File: config.mk
export PLATFORM = sky130hd
export DESIGN_NAME = instr_encoder
export DESIGN_NICKNAME = d
export VERILOG_FILES = /design/src/rtl/instr_encoder.sv
export SDC_FILE = /design/constraint.sdc
export NUM_CORES = 1
export LEC_CHECK = 0
export BUFFER_PORTS_ARGS = -buffer_cell sky130_fd_sc_hd__buf_2
export CAP_MARGIN = 15
export CORE_ASPECT_RATIO = 0.75
export CORE_MARGIN = 8
export CORE_UTILIZATION = 35
export CTS_BUF_LIST = sky130_fd_sc_hd__clkbuf_4
export CTS_CLUSTER_DIAMETER = 100
export DETAILED_ROUTE_END_ITERATION = 8
export GPL_ROUTABILITY_DRIVEN = 0
export PLACE_DENSITY = 0.51
export RECOVER_POWER = 25
export SYNTH_ARGS = -nofsm -noshare
export SYNTH_HDL_FRONTEND = slang
export SYNTH_SLANG_ARGS = --single-unit
File: constraint.sdc
create_clock -name clk -period 3.35 [get_ports clk]
set_input_delay 1.005 -clock clk [delete_from_list [all_inputs] [get_ports clk]]
set_output_delay 1.005 -clock clk [all_outputs]
set_load 0.01 [all_outputs]
File: src/rtl/instr_encoder.sv
// Packs RV32I fields plus an immediate or absolute branch/jump target into a 32-bit instruction word.
// Latency: 2 cycles from accept to out_valid when unstalled; throughput 1 word per cycle.
// Backpressure: out_* held while out_valid & !out_ready; in_ready drops when both stages are full.
//
// Ports:
//   clk, rst_n                  clock (rising edge), asynchronous active-low reset
//   in_valid / in_ready         request handshake; in_ready has no combinational path from in_valid
//   fmt, opcode, rd, funct3,
//   rs1, rs2, funct7, imm       instruction fields; imm is the absolute target for SB/UJ
//   pc_load, pc_init            overwrite the internal PC counter (also used as this request's PC)
//   out_valid / out_ready       result handshake
//   out_ins, out_pc             encoded word and the PC it belongs to
//   out_err, err_code           0 ok, 1 range, 2 misaligned, 3 illegal fmt (out_ins = NOP_WORD on error)
module instr_encoder #(
  parameter logic [31:0] RESET_PC = 32'h0000_0000,
  parameter logic [31:0] NOP_WORD = 32'h0000_0013
) (
  input  logic        clk,
  input  logic        rst_n,
  input  logic        in_valid,
  output logic        in_ready,
  input  logic [2:0]  fmt,
  input  logic [6:0]  opcode,
  input  logic [4:0]  rd,
  input  logic [2:0]  funct3,
  input  logic [4:0]  rs1,
  input  logic [4:0]  rs2,
  input  logic [6:0]  funct7,
  input  logic [31:0] imm,
  input  logic        pc_load,
  input  logic [31:0] pc_init,
  output logic        out_valid,
  input  logic        out_ready,
  output logic [31:0] out_ins,
  output logic [31:0] out_pc,
  output logic        out_err,
  output logic [1:0]  err_code
);

  localparam logic [2:0] FMT_R  = 3'd0;
  localparam logic [2:0] FMT_I  = 3'd1;
  localparam logic [2:0] FMT_S  = 3'd2;
  localparam logic [2:0] FMT_SB = 3'd3;
  localparam logic [2:0] FMT_U  = 3'd4;
  localparam logic [2:0] FMT_UJ = 3'd5;

  localparam logic [1:0] ERR_OK    = 2'd0;
  localparam logic [1:0] ERR_RANGE = 2'd1;
  localparam logic [1:0] ERR_ALIGN = 2'd2;
  localparam logic [1:0] ERR_FMT   = 2'd3;

  // PC counter
  logic [31:0] pc_q, pc_d;
  logic [31:0] req_pc;

  // Stage 1 registers
  logic        s1_vld_q, s1_vld_d;
  logic [2:0]  s1_fmt_q, s1_fmt_d;
  logic [6:0]  s1_opcode_q, s1_opcode_d;
  logic [4:0]  s1_rd_q, s1_rd_d;
  logic [2:0]  s1_f3_q, s1_f3_d;
  logic [4:0]  s1_rs1_q, s1_rs1_d;
  logic [4:0]  s1_rs2_q, s1_rs2_d;
  logic [6:0]  s1_f7_q, s1_f7_d;
  logic [31:0] s1_val_q, s1_val_d;  // imm for R/I/S/U, target - pc for SB/UJ
  logic [31:0] s1_pc_q, s1_pc_d;

  // Stage 2 (output) registers
  logic        out_vld_q, out_vld_d;
  logic [31:0] out_ins_q, out_ins_d;
  logic [31:0] out_pc_q, out_pc_d;
  logic        out_err_q, out_err_d;
  logic [1:0]  err_code_q, err_code_d;

  logic        accept;
  logic        s2_load;
  logic [31:0] enc_ins;
  logic [1:0]  enc_code;

  // Output stage loads when it is empty or being drained this cycle.
  assign s2_load  = s1_vld_q & (~out_vld_q | out_ready);
  assign in_ready = ~s1_vld_q | s2_load;
  assign accept   = in_valid & in_ready;
  assign req_pc   = pc_load ? pc_init : pc_q;

  assign out_valid = out_vld_q;
  assign out_ins   = out_ins_q;
  assign out_pc    = out_pc_q;
  assign out_err   = out_err_q;
  assign err_code  = err_code_q;

  // PC counter and stage 1 capture
  always_comb begin
    pc_d        = pc_q;
    s1_vld_d    = s1_vld_q;
    s1_fmt_d    = s1_fmt_q;
    s1_opcode_d = s1_opcode_q;
    s1_rd_d     = s1_rd_q;
    s1_f3_d     = s1_f3_q;
    s1_rs1_d    = s1_rs1_q;
    s1_rs2_d    = s1_rs2_q;
    s1_f7_d     = s1_f7_q;
    s1_val_d    = s1_val_q;
    s1_pc_d     = s1_pc_q;

    if (accept) begin
      // Every accepted request, rejected or not, consumes one word slot.
      pc_d        = req_pc + 32'd4;
      s1_vld_d    = 1'b1;
      s1_fmt_d    = fmt;
      s1_opcode_d = opcode;
      s1_rd_d     = rd;
      s1_f3_d     = funct3;
      s1_rs1_d    = rs1;
      s1_rs2_d    = rs2;
      s1_f7_d     = funct7;
      s1_val_d    = (fmt == FMT_SB || fmt == FMT_UJ) ? (imm - req_pc) : imm;
      s1_pc_d     = req_pc;
    end else begin
      if (pc_load) pc_d = pc_init;
      if (s2_load) s1_vld_d = 1'b0;
    end
  end

  // Bit scatter and range/alignment checks on stage 1 contents
  always_comb begin
    enc_ins  = '0;
    enc_code = ERR_OK;
    case (s1_fmt_q)
      FMT_R: begin
        enc_ins = {s1_f7_q, s1_rs2_q, s1_rs1_q, s1_f3_q, s1_rd_q, s1_opcode_q};
      end
      FMT_I: begin
        enc_ins = {s1_val_q[11:0], s1_rs1_q, s1_f3_q, s1_rd_q, s1_opcode_q};
        // Fits in 12 signed bits only if bits [31:11] are a pure sign extension.
        if (!((&s1_val_q[31:11]) | ~(|s1_val_q[31:11]))) enc_code = ERR_RANGE;
      end
      FMT_S: begin
        enc_ins = {s1_val_q[11:5], s1_rs2_q, s1_rs1_q, s1_f3_q, s1_val_q[4:0], s1_opcode_q};
        if (!((&s1_val_q[31:11]) | ~(|s1_val_q[31:11]))) enc_code = ERR_RANGE;
      end
      FMT_SB: begin
        enc_ins = {s1_val_q[12], s1_val_q[10:5], s1_rs2_q, s1_rs1_q, s1_f3_q,
                   s1_val_q[4:1], s1_val_q[11], s1_opcode_q};
        if (!((&s1_val_q[31:12]) | ~(|s1_val_q[31:12]))) enc_code = ERR_RANGE;
        // Misalignment is reported in preference to range.
        if (s1_val_q[0]) enc_code = ERR_ALIGN;
      end
      FMT_U: begin
        enc_ins = {s1_val_q[31:12], s1_rd_q, s1_opcode_q};
        if (s1_val_q[11:0] != 12'd0) enc_code = ERR_RANGE;
      end
      FMT_UJ: begin
        enc_ins = {s1_val_q[20], s1_val_q[10:1], s1_val_q[11], s1_val_q[19:12],
                   s1_rd_q, s1_opcode_q};
        if (!((&s1_val_q[31:20]) | ~(|s1_val_q[31:20]))) enc_code = ERR_RANGE;
        if (s1_val_q[0]) enc_code = ERR_ALIGN;
      end
      default: begin
        enc_code = ERR_FMT;
      end
    endcase
  end

  // Output register: load, drain, or hold stable under backpressure
  always_comb begin
    out_vld_d  = out_vld_q;
    out_ins_d  = out_ins_q;
    out_pc_d   = out_pc_q;
    out_err_d  = out_err_q;
    err_code_d = err_code_q;
    if (s2_load) begin
      out_vld_d  = 1'b1;
      out_ins_d  = (enc_code != ERR_OK) ? NOP_WORD : enc_ins;
      out_pc_d   = s1_pc_q;
      out_err_d  = (enc_code != ERR_OK);
      err_code_d = enc_code;
    end else if (out_ready) begin
      out_vld_d = 1'b0;
    end
  end

  always_ff @(posedge clk or negedge rst_n) begin
    if (!rst_n) begin
      pc_q        <= RESET_PC;
      s1_vld_q    <= 1'b0;
      s1_fmt_q    <= '0;
      s1_opcode_q <= '0;
      s1_rd_q     <= '0;
      s1_f3_q     <= '0;
      s1_rs1_q    <= '0;
      s1_rs2_q    <= '0;
      s1_f7_q     <= '0;
      s1_val_q    <= '0;
      s1_pc_q     <= '0;
      out_vld_q   <= 1'b0;
      out_ins_q   <= '0;
      out_pc_q    <= '0;
      out_err_q   <= 1'b0;
      err_code_q  <= '0;
    end else begin
      pc_q        <= pc_d;
      s1_vld_q    <= s1_vld_d;
      s1_fmt_q    <= s1_fmt_d;
      s1_opcode_q <= s1_opcode_d;
      s1_rd_q     <= s1_rd_d;
      s1_f3_q     <= s1_f3_d;
      s1_rs1_q    <= s1_rs1_d;
      s1_rs2_q    <= s1_rs2_d;
      s1_f7_q     <= s1_f7_d;
      s1_val_q    <= s1_val_d;
      s1_pc_q     <= s1_pc_d;
      out_vld_q   <= out_vld_d;
      out_ins_q   <= out_ins_d;
      out_pc_q    <= out_pc_d;
      out_err_q   <= out_err_d;
      err_code_q  <= err_code_d;
    end
  end

endmodule

==> reports/qor.yml <==
run_status:
  outcome: "finished with violations"
  violations: "max-capacitance violations, max-slew violations"
yosys:
  synth_ff_type: "dfrtp_1"
  synth_seq_cells: 200
  synthCells: 1142
  avgSynthCellArea_um2: 9.01
  synth_top_area_cell: "dfrtp_1"
  syn-cell-area_mm2: 0.0103
  synthTopCellsByCount: "319 x nand2_1, 200 x dfrtp_1, 118 x o21ai_0"
  async_flop_share_pct: 100
  synthDistinctLibCells: 62
  synth_area_leaders: "dfrtp_1 49%, nand2_1 12%, o21ai_0 5.7%"
  syn-num-nets: 1281
  synth_most_common_cell: "nand2_1"
  netlist.area_leader.share_pct: 48.6
  synth_edf_count: 0
  synth_warnings: 0
  yosysSeqAreaShare_pct: 48.6
clocking:
  cts.clk_slew.worst_paths_ps: 180
  cts_tree: "done"
  cts_buffers: 17
  cts_sinks: 200
  cts.htree.levels: 4
  root_buffer: "clkbuf_4"
  cts_hold_buffers: 0
  ctsLongestPathBuffers: 2
  clk_latency_ps: 630
power:
  ir_drop_uv: 300
  powerDensity_mw_per_mm2: 491
  power.static_leakage_nw: 6.43
timing:
  tns_ps: 0
  slew_viol_final: 48
  setup-violations-final: 0
  worst_pin_slew_ps: 2530
  post-route-min-period_ps: 3250
  clock.fmax_mhz: 308
  slew-limit-headroom_pct: -68.9
  finalCritPeriodShare_pct: 96.9
  timing.final.ws_setup_ps: 105
  hold_viol_final: 0
  finClkSkew_ps: 35.2
setup_path:
  crit_fanout: 8
  start_kind: "input pin"
  r2r_start: "pc_q[9]"
  rr_worst_depth: 13
  worstSetupEndpointType: "flip-flop"
  rrSetupSlack_ps: 390
  arrival_ps: 3790
  required_ps: 3890
  crit_type: "input pin to flip-flop"
  r2r-end: "s1_val_q[28]"
placement:
  io_buffers: 172
  dp_hpwl_mm: 24.0
  pre_cts_slack_ps: -774
  place_inst: 1809
worst_hold_path:
  hold_path_end: "out_pc[15]"
  hold_class: "flip-flop to flip-flop"
  hold_depth: 2
  hold_start: "s1_pc_q[15]"
routing:
  first_iter_violations: 558
  via_per_inst: 4.91
  drtAntennaViolNets: 0
  drc: 0
  routedWlPerCell_um: 17.0
  vias: 9084
  totalWireLength_mm: 31.5
  dr.pass1.iters: 5
die:
  io_pins: 173
  die_h_um: 165
  initial_core_util_pct: 35.5
  fp.coreArea_mm2: 0.0290
  die_w_um: 214
  rows: 54
  die_area_mm2: 0.0352
finish:
  drive_above_1_share_pct: 28.5
  fill_cells: 2924
  area_growth_syn_to_layout_pct: 28.4
  finalNonFillerCells: 1849
  nNetsFinal: 1580
global_routing:
  grt_usage_pct: 17.9
  antenna_found_initial: 5
  grt_max_degree: 65
  first_global_vias: 9114
  grt_overflow: 0
  grt_first_pass_wirelength_mm: 50.3
run:
  drv_cap: 1
layout make-up:
class                      count  area [um^2]  area share [%]
multi-input combinational    868         5190            39.3
inverter                      15         56.3           0.426
clock buffer                  19          143            1.08
tap                          392          490            3.71
sequential                   200         5000            37.9
clock inverter                13          106           0.805
timing repair buffer         339         2220            16.8
antenna                        3         7.51          0.0568
flip-flops by register name (all words and copies together), names as in the netlist, 7 cells and up:
register	cells
out_ins	32
s1_f7_q	7
s1_pc_q	32
pc_q	32
s1_opcode_q	7
out_pc	32
s1_val_q	32
how the worst max path moves through the flow:
stage	startpoint	end	slack (ps)	cells past startpoint
3_3_place_gp	pc_load	s1_val_q[31]	-710	14
4_1_cts	pc_load	s1_val_q[30]	40	14
3_5_place_dp	pc_load	s1_val_q[31]	-770	14
2_1_floorplan	pc_load	s1_val_q[31]	-710	17
6_report	pc_load	s1_val_q[31]	100	14
5_1_grt	pc_load	s1_val_q[28]	-30	14
repair_timing:
| action | in CTS | in global routing |
|---|---|---|
| resized for setup | 2 | 17 |
| pin swaps | 1 | 7 |
| buffers inserted | 1 | 4 |
| gates cloned | 0 | 0 |
| endpoints found under the setup margin | 5 | 9 |
metrics by stage:
stage                     util, %  hold slack (ps)  total power [W]  area, um^2
after floorplan                 -              435          0.00428       10500
after global placement       44.3              454          0.00524       12800
after detailed placement     44.3              449          0.00526       12800
after CTS                    45.2              297          0.00655       13100
after global routing         45.6              492          0.00695       13200
final                        45.6              480          0.00649       13200
critical path, cell delays in order:
cell	delay (ps)
buf_6	130
buf_12	150
mux2i_4	190
ha_4	260
and4_1	200
nand4_1	110
or2_0	220
o22a_2	270
o311ai_4	320
nand2_2	120
o31ai_2	240
xnor2_1	120
or3_1	310
a31oi_1	120
power breakdown:
| group | leakage (nW) | total (W) | switching [W] | internal [W] |
|---|---|---|---|---|
| logic | 3.82 | 0.00213 | 0.00116 | 0.000967 |
| clock network | 0.137 | 0.00125 | 0.000924 | 0.000331 |
| registers | 2.47 | 0.00311 | 0.000293 | 0.00281 |
| total | 6.43 | 0.00649 | 0.00238 | 0.00411 |
placed cells by master, fill, tap and decap left out, types with 6 or more instances in the layout:
cell      instances
nand2b_1          6
mux2i_1          38
o21ai_0         103
inv_1            14
ha_1             29
a21oi_1          62
nand3_1          21
nand2_1         317
nor4_1            9
clkbuf_4         19
a21o_1            9
dfrtp_1         200
nor2_1           50
buf_4           158
xnor2_1          28
nand3b_1          6
buf_2           170
nand4_1           9
xor2_1           27
nor2b_1           8
a22oi_1          23
inv_6             7
o21ai_1          11
buf_12            7
nor3_1           13
metal layers:
metal  wire length, um  vias to the layer above  track usage [%]
met5                34                        -                0
met2             13900                      189             27.3
met4               204                        6             3.26
li1                  -                     4528                -
met3              1630                       17             3.86
met1             15700                     4344             25.9
cell families after synthesis:
logic type	Yosys count	synth area share [%]
fa+ha+maj	35	4.33
buf+inv	74	3.23
mux	49	4.81
simple gates	469	19.5
compound gates	260	14.8
flops	200	48.6
xor+xnor	55	4.68
(Power assumes the default switching activity.)
